### config.mk
export PLATFORM = sky130hd
export DESIGN_NAME = iaw_detect
export DESIGN_NICKNAME = d
export VERILOG_FILES = /design/src/rtl/iaw_pkg.sv /design/src/rtl/iaw_range_cmp.sv /design/src/rtl/iaw_detect.sv
export SDC_FILE = /design/constraint.sdc
export NUM_CORES = 1
export LEC_CHECK = 0
export ABC_AREA = 1
export CAP_MARGIN = 40
export CELL_PAD_IN_SITES_DETAIL_PLACEMENT = 1
export CELL_PAD_IN_SITES_GLOBAL_PLACEMENT = 1
export CORE_MARGIN = 1
export CORE_UTILIZATION = 42
export CTS_CLUSTER_DIAMETER = 200
export DETAILED_ROUTE_END_ITERATION = 12
export PLACE_DENSITY = 0.87
export RECOVER_POWER = 100
export SKIP_CTS_REPAIR_TIMING = 1
export SYNTH_ARGS = -nofsm -noshare
export SYNTH_HDL_FRONTEND = slang
export SYNTH_SLANG_ARGS = --single-unit
### constraint.sdc
create_clock -name FCLKRT -period 4.6 [get_ports FCLKRT]
set_clock_uncertainty 0.05 [all_clocks]
set_input_delay 0.92 -clock FCLKRT [delete_from_list [all_inputs] [get_ports FCLKRT]]
set_output_delay 0.92 -clock FCLKRT [all_outputs]
set_load 0.05 [all_outputs]
### src/rtl/iaw_pkg.sv
// Package: iaw_pkg
// Shared definitions for the illegal-access watch detector.
//   - iaw_state_t : detector FSM states (IDLE / PULSE / COOL)
//   - SEL_*       : GRDSEL register-select codes
//   - CTRL_*      : bit positions inside the CTRL register
//   - SRC_*       : IAWSRC cause codes
package iaw_pkg;

    typedef enum logic [1:0] {
        ST_IDLE  = 2'd0,
        ST_PULSE = 2'd1,
        ST_COOL  = 2'd2
    } iaw_state_t;

    // GRDSEL codes
    localparam logic [1:0] SEL_LO   = 2'd0;
    localparam logic [1:0] SEL_HI   = 2'd1;
    localparam logic [1:0] SEL_CTRL = 2'd2;
    localparam logic [1:0] SEL_NONE = 2'd3;

    // CTRL register bit indices: {FGRD, RDGRD, WRGRD, EN}
    localparam int CTRL_EN    = 0;
    localparam int CTRL_WRGRD = 1;
    localparam int CTRL_RDGRD = 2;
    localparam int CTRL_FGRD  = 3;

    // IAWSRC cause codes
    localparam logic [1:0] SRC_NONE  = 2'd0;
    localparam logic [1:0] SRC_WR    = 2'd1;
    localparam logic [1:0] SRC_RD    = 2'd2;
    localparam logic [1:0] SRC_FETCH = 2'd3;

endpackage

### src/rtl/iaw_range_cmp.sv
// Module: iaw_range_cmp
// Combinational inclusive unsigned window compare: in_win = LO <= ADR <= HI.
// A window with LO > HI can never satisfy both bounds, so it is empty.
// Ports:
//   lo     in  AW  lower bound (inclusive)
//   hi     in  AW  upper bound (inclusive)
//   adr    in  AW  address under test
//   in_win out 1   address inside the window
module iaw_range_cmp #(
    parameter int AW = 20
) (
    input  logic [AW-1:0] lo,
    input  logic [AW-1:0] hi,
    input  logic [AW-1:0] adr,
    output logic          in_win
);

    assign in_win = (adr >= lo) && (adr <= hi);

endmodule

### src/rtl/iaw_detect.sv
// Module: iaw_detect
// Illegal-access watch detector. Compares masked CPU writes / reads (and,
// optionally, instruction fetches) against a programmable guarded address
// window and raises IAWRES, a fixed-width reset-request pulse for the IAW
// interface, followed by a cooldown during which further hits cannot retrigger.
//
// Optional feature macro: IAW_FETCH_GUARD_EN
//   defined   : CTRL bit3 (FGRD) exists, fetch hits report IAWSRC=3
//   undefined : FGRD reads as 0, CPUFETCH is ignored
//
// Parameters: AW (address width), RES_W (pulse cycles, >=1),
//             COOL_W (cooldown cycles, >=0, 0 skips COOL)
// Ports:
//   FCLKRT    in   1   clock
//   RES       in   1   asynchronous reset, active-high
//   SVSTOPIAW in   1   suspend detection this cycle
//   CPUWRIAW  in   1   masked CPU write strobe
//   CPURD     in   1   CPU data read strobe
//   CPUFETCH  in   1   CPU fetch strobe
//   CPUADR    in   AW  access address
//   GRDWR     in   1   config write strobe
//   GRDSEL    in   2   config register select (LO/HI/CTRL/none)
//   GRDDAT    in   AW  config write data
//   IAWCLR    in   1   clear IAWFLAG / IAWSRC
//   IAWRES    out  1   reset request pulse (registered)
//   IAWFLAG   out  1   sticky illegal-access flag
//   IAWSRC    out  2   cause of first unacknowledged hit
module iaw_detect
    import iaw_pkg::*;
#(
    parameter int AW     = 20,
    parameter int RES_W  = 4,
    parameter int COOL_W = 8
) (
    input  logic          FCLKRT,
    input  logic          RES,
    input  logic          SVSTOPIAW,
    input  logic          CPUWRIAW,
    input  logic          CPURD,
    input  logic          CPUFETCH,
    input  logic [AW-1:0] CPUADR,
    input  logic          GRDWR,
    input  logic [1:0]    GRDSEL,
    input  logic [AW-1:0] GRDDAT,
    input  logic          IAWCLR,
    output logic          IAWRES,
    output logic          IAWFLAG,
    output logic [1:0]    IAWSRC
);

    localparam int CNT_MAX = (RES_W > COOL_W) ? RES_W : COOL_W;
    localparam int CNT_W   = $clog2(CNT_MAX + 1);

    localparam logic [CNT_W-1:0] CNT_ONE   = CNT_W'(1);
    localparam logic [CNT_W-1:0] RES_LOAD  = CNT_W'(RES_W - 1);
    localparam logic [CNT_W-1:0] COOL_LOAD = CNT_W'((COOL_W > 0) ? (COOL_W - 1) : 0);

    // ------------------------------------------------------------------
    // Configuration registers
    // ------------------------------------------------------------------
    logic [AW-1:0] lo_reg;
    logic [AW-1:0] hi_reg;
    logic [2:0]    ctrl_reg;     // {RDGRD, WRGRD, EN}
    logic          fgrd;

    always_ff @(posedge FCLKRT or posedge RES) begin
        if (RES) begin
            lo_reg   <= '0;
            hi_reg   <= '0;
            ctrl_reg <= '0;
        end else if (GRDWR) begin
            case (GRDSEL)
                SEL_LO:   lo_reg   <= GRDDAT;
                SEL_HI:   hi_reg   <= GRDDAT;
                SEL_CTRL: ctrl_reg <= GRDDAT[2:0];
                default:  ;
            endcase
        end
    end

`ifdef IAW_FETCH_GUARD_EN
    logic fgrd_reg;

    always_ff @(posedge FCLKRT or posedge RES) begin
        if (RES) begin
            fgrd_reg <= 1'b0;
        end else if (GRDWR && (GRDSEL == SEL_CTRL)) begin
            fgrd_reg <= GRDDAT[CTRL_FGRD];
        end
    end

    assign fgrd = fgrd_reg;
`else
    // Fetch guarding is not built: FGRD is hard-wired off and the fetch
    // strobe is intentionally left without a consumer.
    logic unused_fetch;
    assign unused_fetch = CPUFETCH;
    assign fgrd         = 1'b0;
`endif

    // ------------------------------------------------------------------
    // Hit detection
    // ------------------------------------------------------------------
    logic       in_win;
    logic       wr_hit;
    logic       rd_hit;
    logic       fe_hit;
    logic       hit;
    logic [1:0] cause;

    iaw_range_cmp #(
        .AW (AW)
    ) u_range_cmp (
        .lo     (lo_reg),
        .hi     (hi_reg),
        .adr    (CPUADR),
        .in_win (in_win)
    );

    assign wr_hit = ctrl_reg[CTRL_WRGRD] & CPUWRIAW;
    assign rd_hit = ctrl_reg[CTRL_RDGRD] & CPURD;
    assign fe_hit = fgrd & CPUFETCH;
    assign hit    = ctrl_reg[CTRL_EN] & ~SVSTOPIAW & in_win & (wr_hit | rd_hit | fe_hit);

    // Coincident strobes report the highest-priority cause: write > read > fetch.
    always_comb begin
        cause = SRC_NONE;
        if (wr_hit) begin
            cause = SRC_WR;
        end else if (rd_hit) begin
            cause = SRC_RD;
        end else if (fe_hit) begin
            cause = SRC_FETCH;
        end
    end

    // ------------------------------------------------------------------
    // Sticky flag / first-cause capture
    // ------------------------------------------------------------------
    logic       flag_reg;
    logic [1:0] src_reg;

    always_ff @(posedge FCLKRT or posedge RES) begin
        if (RES) begin
            flag_reg <= 1'b0;
            src_reg  <= SRC_NONE;
        end else if (hit) begin
            // A hit outranks a concurrent clear; the clear frees IAWSRC to
            // take the new cause even though the flag stays set.
            flag_reg <= 1'b1;
            if (!flag_reg || IAWCLR) begin
                src_reg <= cause;
            end
        end else if (IAWCLR) begin
            flag_reg <= 1'b0;
            src_reg  <= SRC_NONE;
        end
    end

    assign IAWFLAG = flag_reg;
    assign IAWSRC  = src_reg;

    // ------------------------------------------------------------------
    // Pulse / cooldown FSM
    // ------------------------------------------------------------------
    iaw_state_t       state_reg;
    iaw_state_t       state_next;
    logic [CNT_W-1:0] cnt_reg;
    logic [CNT_W-1:0] cnt_next;
    logic             iawres_reg;
    logic             iawres_next;

    always_ff @(posedge FCLKRT or posedge RES) begin
        if (RES) begin
            state_reg  <= ST_IDLE;
            cnt_reg    <= '0;
            iawres_reg <= 1'b0;
        end else begin
            state_reg  <= state_next;
            cnt_reg    <= cnt_next;
            iawres_reg <= iawres_next;
        end
    end

    // The counter holds "cycles remaining after this one" in the current state.
    always_comb begin
        state_next = state_reg;
        cnt_next   = cnt_reg;
        unique case (state_reg)
            ST_IDLE: begin
                if (hit) begin
                    state_next = ST_PULSE;
                    cnt_next   = RES_LOAD;
                end
            end
            ST_PULSE: begin
                if (cnt_reg == '0) begin
                    if (COOL_W > 0) begin
                        state_next = ST_COOL;
                        cnt_next   = COOL_LOAD;
                    end else begin
                        state_next = ST_IDLE;
                    end
                end else begin
                    cnt_next = cnt_reg - CNT_ONE;
                end
            end
            ST_COOL: begin
                if (cnt_reg == '0) begin
                    state_next = ST_IDLE;
                end else begin
                    cnt_next = cnt_reg - CNT_ONE;
                end
            end
            default: begin
                state_next = ST_IDLE;
                cnt_next   = '0;
            end
        endcase
        // Decoding the next state into a flop keeps IAWRES glitch-free.
        iawres_next = (state_next == ST_PULSE);
    end

    assign IAWRES = iawres_reg;

endmodule

==> impl_metrics.toml <==
[sta]
layout_setup_ws_ns = 1.49
slew_headroom_pct = -7.46
tightestPinTransition_ns = 1.61
final-setup-viol-count = 0
rsz0062_at_grt = "no"
hold_ws_ns = 0.442
fin_crit_sh_pct = 67.6
drv_slew = 41
period_minus_slack_ns = 3.11
finalSetupTns_ns = 0
hold_viol_final = 0
fmax_mhz = 321

[logic_synthesis]
yosysUniqueCellTypes = 25
yosysTopAreaCell = "dfrtp_1"
syn_area_per_cell_um2 = 7.69
synthTopCellsByCount = "nand2_1, inv_1, dfrtp_1"
syn_inst = 430
async_reset_ff_share_pct = 100
synth_top_area_share_pct = 40.1
syn_nets = 521
yosysMostFrequentCell = "nand2_1"
syn_area_mm2 = 0.00331
netlist_top_cells_area = "dfrtp_1, ha_1, nand2_1"
synth_edf_count = 0
ys_seq_elements = 53
ys_seq_area_share_pct = 40.1
synth_flop_cell = "dfrtp_1"
yosys_warnings = 0

[worst_setup_path]
rr_endpoint = "cnt_reg[1]"
crit_slowest_cell = "inv_1"
r2r_cells = 13
arrival_ns = 3.34
crit_buf_inv = 3
reg2reg_setup_slack_ns = 2.28
crit_chain = "dlygate4sd3_1 > inv_1 > clkbuf_1"
path_max_fanout = 34
r2r_start = "lo_reg[15]"
cp-start-kind = "primary input"
path_class = "in2async"
critPathRequiredTime_ns = 4.83
crit_path_end_kind = "asynchronous set/reset pin"
cpPeakStageDelay_ns = 1.00
crit_family = "buffers and inverters"

[clock_tree]
clock_latency_ns = 0.31
clock_sinks = 53
cts-root-buf = "clkbuf_8"
cts_max_level = 2
cts_tree = "done"
clk_pin_slew_worst_paths_ns = 0.09
clockBufferDepth = 2
numCtsBuffers = 5

[hold_path]
hp-start = "hi_reg[5]"
hold_end = "hi_reg[5]"
min_path_type = "reg2reg"
hold_path_depth = 2

[global_routing]
grt.total_usage_pct = 21.8
antenna_found_initial = 0
grt_pass1_vias = 3237
grt_start_max_net_pins = 41
grt_pass1_wl_um = 14500
overflow = 0

[routing]
routed-via-count = 2908
dr.pass1.iters = 4
drt-initial-drc-count = 107
drc = 0
viasPerCell = 4.98
final_antenna_net_count = 0
wirelength_um = 8030
wire_per_inst_um = 13.8

[die]
initial_utilization_pct = 44.4
dieArea_mm2 = 0.00823
die_h_um = 90.7
rows = 31
core_area_mm2 = 0.00745
die_w_um = 90.7
io_pins = 54

[run]
drv_cap = 1

[final_layout]
multi_input_area_mm2 = 0.00159
syn2layout_area_growth_pct = 21.3
layout-drive-gt1-share_pct = 3.09
nets = 576
diodes = 0
seqCellArea_mm2 = 0.00133
post-route-util_pct = 53.8
nFillCells = 958

[pwr]
ir_drop_v = 0.000143
p_leak_nw = 2.14
power.density_mw_per_mm2 = 348

[placed_design]
gp_congestion = 0.803
hpwl_um = 6430
place_ws_ns = 1.52
port_buffers = 52

[outcome]
status = "finished with violations"
violations = "capacitance limit, slew limit"
-- how the worst max path moves through the flow --
stage                    start    endpoint  slack (ns)  cells past startpoint
floorplan           CPUADR[15]  cnt_reg[2]        2.32                     12
detailed placement  CPUADR[15]  cnt_reg[1]        1.52                     13
global route               RES   hi_reg[3]        1.07                      3
CTS                 CPUADR[15]  cnt_reg[1]        1.85                     13
global placement    CPUADR[11]  cnt_reg[2]        1.62                     13
finish                     RES   lo_reg[4]        1.49                      3
-- through the flow --
stage	instance area, µm²	power, W	std cells
global placement	3940	0.00106	576
finish	4010	0.00140	584
detailed placement	3960	0.00110	577
CTS	4060	0.00143	584
global route	4010	0.00152	584
floorplan	3310	0.000936	430
-- worst min-delay path, cell delays in order, from the launching register on --
cell     delay, ns
dfrtp_1       0.36
nand2_1       0.05
o21ai_0       0.05
-- where the power goes --
group | leakage [nW] | switching (W) | total [W] | internal, W
Sequential | 0.670 | 0.0000585 | 0.000608 | 0.000550
Clock | 0.0540 | 0.000158 | 0.000317 | 0.000159
Combinational | 1.42 | 0.000275 | 0.000471 | 0.000196
Total | 2.14 | 0.000492 | 0.00140 | 0.000904
-- cell usage in the layout (no fill, tap or decap), drive strengths merged, types with 2 or more instances in the layout --
master,n
nor3,3
clkbuf,9
a21boi,2
inv,87
clkdlybuf4s50,45
nand3,15
a21o,2
nand2,122
ha,41
xnor2,2
nand4,3
dlygate4sd3,7
dfrtp,53
nor2,27
o21ai,48
a21oi,13
-- routing by layer --
metal / vias to the layer above / routed length (µm) / global-route usage (%) / share of wire (%)
li1: 1448 / - / - / -
met1: 1405 / 3640 / 26.5 / 45
met2: 45 / 4080 / 40.2 / 51
met3: 10 / 194 / 2.78 / 2.4
met4: 0 / 123 / 6.18 / 1.5
met5: - / 0 / 0 / 0
-- layout make-up --
class	instances	area share, %
clock buffer	5	1.72
multi-input combinational	282	39.7
timing repair buffer	56	13.4
tap	99	3.09
clock inverter	2	0.874
inverter	87	8.15
sequential	53	33.1
-- logic make-up after synthesis --
kind of cell | after synthesis | share of synthesized area, %
AND/OR/NAND/NOR | 171 | 22.3
buffers and inverters | 95 | 10.8
XOR/XNOR | 2 | 0.530
adder cells (fa/ha/maj) | 41 | 15.5
flip-flops | 53 | 40.1
AO/OA/AOI/OAI | 68 | 10.8
Note: power is estimated with default switching activity, not from simulation.
